### config.mk
export PLATFORM = sky130hd
export DESIGN_NAME = rom_burst
export DESIGN_NICKNAME = d
export VERILOG_FILES = /design/src/rtl/rom_burst.sv
export SDC_FILE = /design/constraint.sdc
export NUM_CORES = 1
export LEC_CHECK = 0
export BUFFER_PORTS_ARGS = -buffer_cell sky130_fd_sc_hd__buf_2
export CORE_MARGIN = 2
export CORE_UTILIZATION = 35
export DETAILED_ROUTE_END_ITERATION = 6
export HOLD_SLACK_MARGIN = 0.03
export PLACE_DENSITY = 0.54
export SLEW_MARGIN = 5
export SYNTH_ARGS = -nofsm -noshare
export SYNTH_HDL_FRONTEND = slang
export SYNTH_SLANG_ARGS = --single-unit
### constraint.sdc
create_clock -name clk -period 1.45 [get_ports clk]
set_input_delay 0.3625 -clock clk [delete_from_list [all_inputs] [get_ports clk]]
set_output_delay 0.3625 -clock clk [all_outputs]
set_load 0.03 [all_outputs]
### src/rtl/rom_burst.sv
// Parametrised synchronous lookup ROM with optional output register,
// valid/ready handshake and wrap-around burst reads.
module rom_burst #(
    parameter int              DATA_W     = 4,
    parameter int              ADDR_W     = 4,
    parameter int              DEPTH      = 16,
    parameter int              INIT_COUNT = 3,
    parameter logic [DATA_W-1:0] FILL     = '0,
    parameter int              BURST_LEN  = 4,
    parameter int              OUT_REG    = 1
) (
    input  logic              clk,
    input  logic              rst,
    input  logic              rd,
    input  logic              burst,
    input  logic [ADDR_W-1:0] address,
    output logic              ready,
    output logic [DATA_W-1:0] out,
    output logic              out_valid,
    output logic              done
);

    localparam int CNT_W = (BURST_LEN > 1) ? $clog2(BURST_LEN) : 1;

    typedef enum logic {IDLE, BURST} state_t;

    state_t              state_q, state_d;
    logic [ADDR_W-1:0]   addr_q, addr_d;
    logic [CNT_W-1:0]    cnt_q, cnt_d;
    logic                iss;
    logic                iss_last;
    logic [ADDR_W-1:0]   iss_addr;
    logic                p1_v_q, p1_last_q;
    logic [DATA_W-1:0]   p1_d_q;

    function automatic logic [DATA_W-1:0] rom_f(input logic [ADDR_W-1:0] a);
        if (int'(a) < DEPTH && int'(a) < INIT_COUNT)
            return DATA_W'(a);
        return FILL;
    endfunction

    // Wrap to entry 0 from the last entry or from any out-of-range address
    function automatic logic [ADDR_W-1:0] next_addr(input logic [ADDR_W-1:0] a);
        if (int'(a) >= DEPTH - 1)
            return '0;
        return a + ADDR_W'(1);
    endfunction

    always_ff @(posedge clk) begin
        if (rst) begin
            state_q <= IDLE;
            addr_q  <= '0;
            cnt_q   <= '0;
        end else begin
            state_q <= state_d;
            addr_q  <= addr_d;
            cnt_q   <= cnt_d;
        end
    end

    always_comb begin
        state_d = state_q;
        addr_d  = addr_q;
        cnt_d   = cnt_q;
        unique case (state_q)
            IDLE: begin
                if (rd && burst && (BURST_LEN > 1)) begin
                    state_d = BURST;
                    addr_d  = next_addr(address);
                    cnt_d   = CNT_W'(BURST_LEN - 1);
                end
            end
            BURST: begin
                addr_d = next_addr(addr_q);
                cnt_d  = cnt_q - CNT_W'(1);
                if (cnt_q == CNT_W'(1))
                    state_d = IDLE;
            end
        endcase
    end

    always_comb begin
        ready    = (state_q == IDLE);
        iss      = 1'b0;
        iss_addr = address;
        iss_last = 1'b1;
        unique case (state_q)
            IDLE: begin
                iss      = rd;
                iss_last = !burst || (BURST_LEN == 1);
            end
            BURST: begin
                iss      = 1'b1;
                iss_addr = addr_q;
                iss_last = (cnt_q == CNT_W'(1));
            end
        endcase
    end

    always_ff @(posedge clk) begin
        if (rst) begin
            p1_v_q    <= 1'b0;
            p1_last_q <= 1'b0;
            p1_d_q    <= '0;
        end else begin
            p1_v_q    <= iss;
            p1_last_q <= iss && iss_last;
            if (iss)
                p1_d_q <= rom_f(iss_addr);
        end
    end

    generate
        if (OUT_REG != 0) begin : g_oreg
            logic              p2_v_q, p2_last_q;
            logic [DATA_W-1:0] p2_d_q;

            always_ff @(posedge clk) begin
                if (rst) begin
                    p2_v_q    <= 1'b0;
                    p2_last_q <= 1'b0;
                    p2_d_q    <= '0;
                end else begin
                    p2_v_q    <= p1_v_q;
                    p2_last_q <= p1_last_q;
                    if (p1_v_q)
                        p2_d_q <= p1_d_q;
                end
            end

            assign out       = p2_d_q;
            assign out_valid = p2_v_q;
            assign done      = p2_last_q;
        end else begin : g_direct
            assign out       = p1_d_q;
            assign out_valid = p1_v_q;
            assign done      = p1_last_q;
        end
    endgenerate

endmodule

# Word level (Yosys, flattened, before mapping)
# Index checks and enable logic that the tools add are counted.
[word_totals]
regBits = 19
latch_bits = 0
mem_bits_rw = 0
mem_bits_ro = 0
inputBits = 8
out_inout_bits = 7
word_cells = 45
mem_count = 0
[op_classes]
n_addsub = 3
mul = 0
div = 0
magnitude_cmp = 3
n_eq_ne = 2
shift = 0
mux = 24
bitwise = 1
reduce_logical = 3
[op_table]
columns = ["op", "count"]
rows = [
  ["$mux 4", 8],
  ["$mux 1", 10],
  ["$add 4x1->4 const B", 2],
  ["$ge 4x4->1 const B", 2],
  ["$pmux 4 s2", 1],
  ["$pmux 1 s2", 3],
  ["$lt 4x2->1 const B", 1],
  ["$pmux 2 s2", 1],
  ["$eq 2x1->1 const B", 1],
  ["$logic_and 1x1->1", 2],
  ["$mux 2", 1],
  ["$ne 2x1->1 const B", 1],
  ["$sub 2x1->2 const B", 1],
  ["$logic_not 1->1", 1],
  ["$not 1->1", 1],
]

# Depth between registers and ports, before layout
# Gate-level depths: netlist (run 1).
[depth]
ltp_word = 7
depth_mapped = 5
ltp_nobuf = 5

# Worst setup path before layout (run 1)
# Ideal clock, no wire load.
[synth_timing]
path_type = "reg-to-reg"
start = "register addr_q[0]"
end = "register addr_q[3]"
setup_time_ns = 0.084
arrival_ns = 1.115
required_time_ns = 1.366
slack_ns = 0.251
stages_incl_launch_ff = 6
path_buffers = 0
period_less_slack_ns = 1.199
path_cell_list = "dfxtp_1 ha_1 a21oi_2 o21ai_1 a32o_1 o31ai_2"
[synth_via]
elab_chain_cells = 5
word_cells_on_any_way = 6
cone_classes = "add/sub: 1; order compare: 1; mux: 4"
[synth_rtl]
columns = ["item", "line_no", "rtl"]
rows = [
  ["from (decl)", "28", "logic [ADDR_W-1:0] addr_q, addr_d;"],
  ["from (signal assigned)", "56", "addr_q <= addr_d;"],
  ["$ge 4x4->1", "44", "if (int'(a) >= DEPTH - 1)"],
  ["$mux 1", "44", ""],
  ["$mux 1", "65", "unique case (state_q)"],
  ["$mux 4 *", "46", "return a + ADDR_W'(1);"],
  ["$pmux 4 s2 *", "65", ""],
]
# Every way passes the cells marked *; elsewhere a longest branch is shown, timed or not. The select of a mux whose other input is x is not followed.
# A chain may end at the register's enable or synchronous reset.

# Worst setup path after layout (run 1)
[layout_timing]
start = "register state_q"
end = "output ready"
[layout_via]
elab_chain_cells = 1
[layout_rtl]
columns = ["item", "line_no", "rtl"]
rows = [
  ["from (decl)", "27", "state_t state_q, state_d;"],
  ["from (signal assigned)", "55", "state_q <= state_d;"],
  ["$not 1->1", "-", ""],
  ["to (decl)", "17", "output logic ready,"],
]
# No other way between the ends.

==> flow_summary.json, run 1 <==
{
  "cts_made_buffers": 3,
  "critical_path.top_delay_family": "flip-flops",
  "nNetsFinal": 122,
  "cts_num_sinks": 19,
  "routed-via-count": 717,
  "path_max_fanout": 10,
  "max-vdd-ir-drop_mv": 0.7528,
  "die_width_um": 53.88,
  "seq_area_um2": 384.1,
  "num_rows": 18,
  "hold_violations": 0,
  "synth_compound_area_share_pct": 23.85,
  "cap_viol_max_count": 0,
  "setup_violations": 0,
  "ant_nets": 0,
  "place_area_um2": 975.9,
  "io_buffer_count": 14,
  "yosys-top-cells-count": "19 x dfxtp_1, 17 x nor2_1, 7 x inv_1",
  "fin_crit_sh_pct": 92.97,
  "synth_ff_type": "dfxtp_1",
  "clock_skew_ps": 4.374,
  "dp_hpwl_um": 1272,
  "clk_latency_ps": 290,
  "synth-edff-count": 0,
  "drt_iter0_markers": 5,
  "overflow": 0,
  "hold_path_class": "input pin to register",
  "nFillCells": 245,
  "grt_max_degree": 20,
  "path_cells": "inv_2, clkbuf_4",
  "place_congestion": 0.7909,
  "yosys_warnings": 0,
  "postCtsHoldBufs": 0,
  "grtUsageTotal_pct": 15.30,
  "synth_adder_area_share_pct": 4.310,
  "worst_ep_arrival_time_ps": 990,
  "grt_pass1_vias": 714,
  "postLayoutCellArea_um2": 1010,
  "critPathCaptureType": "output port",
  "synthCells": 94,
  "routed_via_density": 5.121,
  "grt_pass1_wl_um": 3132,
  "multi_input_area_um2": 439.2,
  "die_height_um": 53.88,
  "synth_area_um2": 870.8,
  "cts_tree": "done",
  "slowest_stage": "dfxtp_4",
  "drcViolationCount": 0,
  "synth-simple-area-share_pct": 15.52,
  "leakage_nw": 0.4171,
  "htree_levels": 1,
  "start_util_pct": 36.14,
  "layout-drive-gt1-share_pct": 25.45,
  "report.final.slew_viol_count": 0,
  "yosysMostFrequentCell": "dfxtp_1",
  "syn_nets": 105,
  "drt_pass1_iterations": 2,
  "min_period_ps": 1348,
  "max-clock-path-buffers": 2,
  "setup_tns_ps": 0,
  "ys_types": 33,
  "yosysSeqAreaShare_pct": 43.68,
  "wl_per_cell_um": 12.49,
  "diodes": 0,
  "synth_top_family_by_area": "compound AO/OA/AOI/OAI gates",
  "fmax_ghz": 0.7418,
  "cts_root_buf": "clkbuf_4",
  "io_pins": 15,
  "cts_setup_buffers": 0,
  "synth_area_per_cell_um2": 9.264,
  "p_per_area_nw_per_um2": 1013,
  "start_kind": "register",
  "synth_largest_area_cell": "dfxtp_1",
  "synth-xor-area-share_pct": 1.006,
  "slew_headroom_pct": 76.61,
  "status": "finished, final reports clean",
  "path_clk_slew_ps": 110,
  "die_area_um2": 2903,
  "synth.area.mux_share_pct": 5.747,
  "crit_required_ps": 1090,
  "crit_buf_inv": 2,
  "synth.area.top_cells": "dfxtp_1 44%, nor2_1 7.3%, mux2i_1 5.7%",
  "ys_async_sr_fraction_pct": 0,
  "ys_ff_latch": 19,
  "core_um2": 2410,
  "worst_pin_slew_ps": 350.9,
  "critPathMaxStageDelay_ps": 400,
  "crit_type": "register to output port",
  "antenna_found_initial": 0,
  "rsz0062_at_grt": "false",
  "syn_to_final_growth_pct": 15.95,
  "wirelength_um": 1749,
  "netlist.area_leader.share_pct": 43.68
}
logic make-up after synthesis:
group	after synthesis
and+or+nand+nor	29
AOI/OAI and AO/OA	25
DFF	19
buffers and inverters	12
muxes	5
adders and majority gates	3
xor gates and xnor gates	1
layout by cell type, fill, tap and decap left out:
cell and count:
a21oi_1 2, nor3_1 2, a21o_4 1, nor2_1 17
o31ai_2 1, dfxtp_4 1, a22oi_2 1, a21oi_4 1
buf_4 3, inv_2 1, a31oi_1 2, a22oi_1 2
o21ai_0 2, inv_1 6, clkinv_2 1, nand3_1 1
dfxtp_1 18, a221oi_1 2, a211oi_1 3, ha_1 3
nand2_1 2, nand3b_1 1, o21ai_1 2, a32o_1 3
xnor2_1 1, nor3b_1 1, mux2i_1 5, nand4b_1 1
a41oi_1 1, a21oi_2 1, and2_1 2, o22ai_1 1
clkbuf_4 4, nor2b_1 2, buf_2 13
flip-flops by register name, summed over array words and instances, names as in the netlist:
name / count
addr_q: 4
cnt_q: 2
done: 1
out: 4
out_valid: 1
p1_d_q: 4
p1_last_q: 1
p1_v_q: 1
state_q: 1
area by class of cell:
class                   count  share of cell area, %
clock buffers               3                  2.230
clock inverters             1                 0.4957
multi-input cells          63                  43.49
flip-flops and latches     19                  38.04
repair buffers             17                  9.418
inverters                   7                  2.602
well taps                  30                  3.717
routing by layer:
metal,GRT usage [%],vias up,routed length (µm)
met5,0,-,0
met4,5.128,0,16
met3,5.000,2,68
met2,27.24,12,836
met1,16.92,337,828
li1,-,366,-
worst paths after layout:
kind | startpoint | depth (start not counted) | to | slack [ps]
max reg2reg | addr_q[0] | 5 | addr_q[3] | 130
max | state_q | 2 | ready | 100
min reg2reg | p1_last_q | 1 | done | 450
min | burst | 3 | state_q | 400
tightest hold or removal path, delay by kind of cell:
kind / cells / cell delay, ps
buffers and inverters: 1 / 140
and+or+nand+nor: 1 / 70
AOI/OAI and AO/OA: 1 / 90
what timing repair did:
action,4_1_cts,5_1_grt
endpoints found under the setup margin,1,1
gates cloned,0,0
resized for setup,1,3
per-stage QoR:
step	util, %	std cells	total power [mW]	hold slack, ps	worst slack, ps
floorplan	-	94	0.7139	413.8	251.1
global placement	40.50	136	0.7670	427.2	80.57
detailed placement	40.50	136	0.7704	423.3	55.87
CTS	41.69	140	1.042	389.6	15.66
global route	41.90	140	1.094	412.7	8.774
finish	41.90	140	1.023	395.7	102.0
power breakdown:
part / switching [mW] / internal [mW]
registers: 0.0278 / 0.548
clock network: 0.161 / 0.103
logic: 0.102 / 0.0813
(Power assumes the default switching activity.)
==> run 2: changes to the inputs <==
--- a/config.mk
+++ b/config.mk
@@ -6,11 +6,12 @@
 export NUM_CORES = 1
 export LEC_CHECK = 0
 export BUFFER_PORTS_ARGS = -buffer_cell sky130_fd_sc_hd__buf_2
-export CORE_MARGIN = 2
+export CORE_MARGIN = 3
 export CORE_UTILIZATION = 35
 export DETAILED_ROUTE_END_ITERATION = 6
 export HOLD_SLACK_MARGIN = 0.03
 export PLACE_DENSITY = 0.54
+export REMOVE_ABC_BUFFERS = 1
 export SLEW_MARGIN = 5
 export SYNTH_ARGS = -nofsm -noshare
 export SYNTH_HDL_FRONTEND = slang
==> constraint.sdc (replaced) <==
create_clock -name clk -period 1.45 [get_ports clk]
set_input_delay 0.3625 -clock clk [delete_from_list [all_inputs] [get_ports clk]]
set_output_delay 0.3625 -clock clk [all_outputs]
set_load 0.01 [all_outputs]
==> flow_summary.json, run 2 (same netlist as run 1, synthesis figures left out) <==
{
  "p_total_mw": 1.026,
  "overflow": 0,
  "r2r_cells": 5,
  "htree_levels": 1,
  "fin_crit_sh_pct": 94.45,
  "grt_max_degree": 20,
  "p_int_uw": 738.3,
  "hold_path_class": "input pin to register",
  "routed_via_density": 5.114,
  "diodes": 0,
  "worst_ep_arrival_time_ps": 1010,
  "crit_end": "ready",
  "status": "finished, final reports clean",
  "syn_to_final_growth_pct": 16.81,
  "grt_pass1_wl_um": 2967,
  "routed-via-count": 716,
  "wl_per_cell_um": 12.43,
  "antenna_found_initial": 0,
  "ant_nets": 0,
  "cts_setup_buffers": 0,
  "p_per_area_nw_per_um2": 1009,
  "die_height_um": 55.88,
  "slew_headroom_pct": 76.92,
  "start_util_pct": 38.26,
  "die_width_um": 55.88,
  "path_max_fanout": 9,
  "mostFrequentLayoutCells": "18 x dfxtp_1, 17 x nor2_1, 14 x buf_2, 7 x inv_1",
  "rsz0062_at_grt": "false",
  "drcViolationCount": 0,
  "worst_pin_slew_ps": 346.1,
  "p_seq_share_pct": 55.8,
  "start_kind": "register",
  "r2r_start": "addr_q[0]",
  "core_um2": 2276,
  "critPathMaxStageDelay_ps": 430,
  "clock_skew_ps": 0.1640,
  "io_pins": 15,
  "min_period_ps": 1370,
  "critPathCaptureType": "output port",
  "grt_pass1_vias": 673,
  "layout-drive-gt1-share_pct": 25.89,
  "fmax_ghz": 0.7302,
  "nFillCells": 232,
  "wirelength_um": 1740,
  "cts_root_buf": "clkbuf_4",
  "clk_latency_ps": 290,
  "p_sw_share_pct": 28.08,
  "report.final.slew_viol_count": 0,
  "cts_num_sinks": 19,
  "io_buffer_count": 14,
  "drt_pass1_iterations": 4,
  "slowest_stage": "dfxtp_2",
  "p_comb_share_pct": 18.3,
  "max-clock-path-buffers": 2,
  "place_congestion": 0.7444,
  "drt_iter0_markers": 12,
  "crit_type": "register to output port",
  "mostFrequentLayoutCell": "dfxtp_1",
  "hold_violations": 0,
  "nNetsFinal": 124,
  "p_sw_uw": 288.2,
  "cp-startpoint": "state_q",
  "max-vdd-ir-drop_mv": 0.6277,
  "die_area_um2": 3123,
  "num_rows": 17,
  "setup_violations": 0,
  "cts_made_buffers": 3,
  "cap_viol_max_count": 0,
  "rrSetupSlack_ps": 190,
  "cts_tree": "done",
  "grtUsageTotal_pct": 11.86,
  "path_cells": "inv_1, buf_2",
  "setup_tns_ps": 0,
  "r2r-end": "addr_q[3]",
  "crit_required_ps": 1090,
  "dp_hpwl_um": 1275,
  "leakage_nw": 0.4257,
  "path_clk_slew_ps": 110,
  "clkPwrFrac_pct": 25.9
}
==> run 2: changes by cell type in the layout (fill, tap and decap cells not counted), sizes merged <==
cell,delta
buf,+3
clkbuf,-1
==> run 2: worst min path at each step <==
stage                     slack, ps      end       from  cells after the start
after detailed placement        420     done  p1_last_q                      1
after global placement          420     done  p1_last_q                      1
after CTS                       390  state_q      burst                      3
after global routing            420  state_q      burst                      3
after floorplan                 410     done  p1_last_q                      1
final                           390  state_q      burst                      3
==> run 2: what timing repair did <==
item	in CTS	in global routing
resized for setup	1	0
hold buffers	0	0
hold endpoints to repair	0	0
endpoints found under the setup margin	1	0
==> run 2: per-layer routing <==
layer	vias to the layer above	wire [µm]	track usage, %
met3	2	100	4.872
li1	372	-	-
met1	330	852	14.84
met2	12	776	18.92
met5	-	0	0
met4	0	11	3.051
==> run 2: power groups by stage <==
stage	combinational (mW)	clock, mW	sequential (mW)
finish	0.188	0.266	0.573
global route	0.211	0.305	0.577
CTS	0.188	0.280	0.573
detailed placement	0.187	0	0.584
global placement	0.186	0	0.584
floorplan	0.103	0	0.591
==> run 2: worst max-delay path: cells and delay by family, from the launching register on <==
kind / cells / cell delay [ps]
flops: 1 / 430
buf+inv: 2 / 280
==> run 2: layout make-up <==
type | instances | area [µm²] | share of cell area, %
multi-input cells | 63 | 439.2 | 43.17
well taps | 28 | 35.03 | 3.444
inverters | 7 | 26.28 | 2.583
repair buffers | 19 | 107.6 | 10.58
clock buffers | 3 | 22.52 | 2.214
clock inverters | 1 | 5.005 | 0.4920
flip-flops and latches | 19 | 381.6 | 37.52
==> run 2: metrics by stage <==
| stage | hold WS [ps] | instance area (µm²) | utilization, % | setup slack, ps | std cells |
|---|---|---|---|---|---|
| floorplan | 413.8 | 845.8 | - | 144.2 | 89 |
| global placement | 420.7 | 988.4 | 43.43 | 47.63 | 136 |
| detailed placement | 422.3 | 988.4 | 43.43 | 59.23 | 136 |
| CTS | 394.9 | 1017 | 44.69 | 66.50 | 140 |
| global route | 424.9 | 1017 | 44.69 | 17.19 | 140 |
| finish | 394.5 | 1017 | 44.69 | 80.45 | 140 |
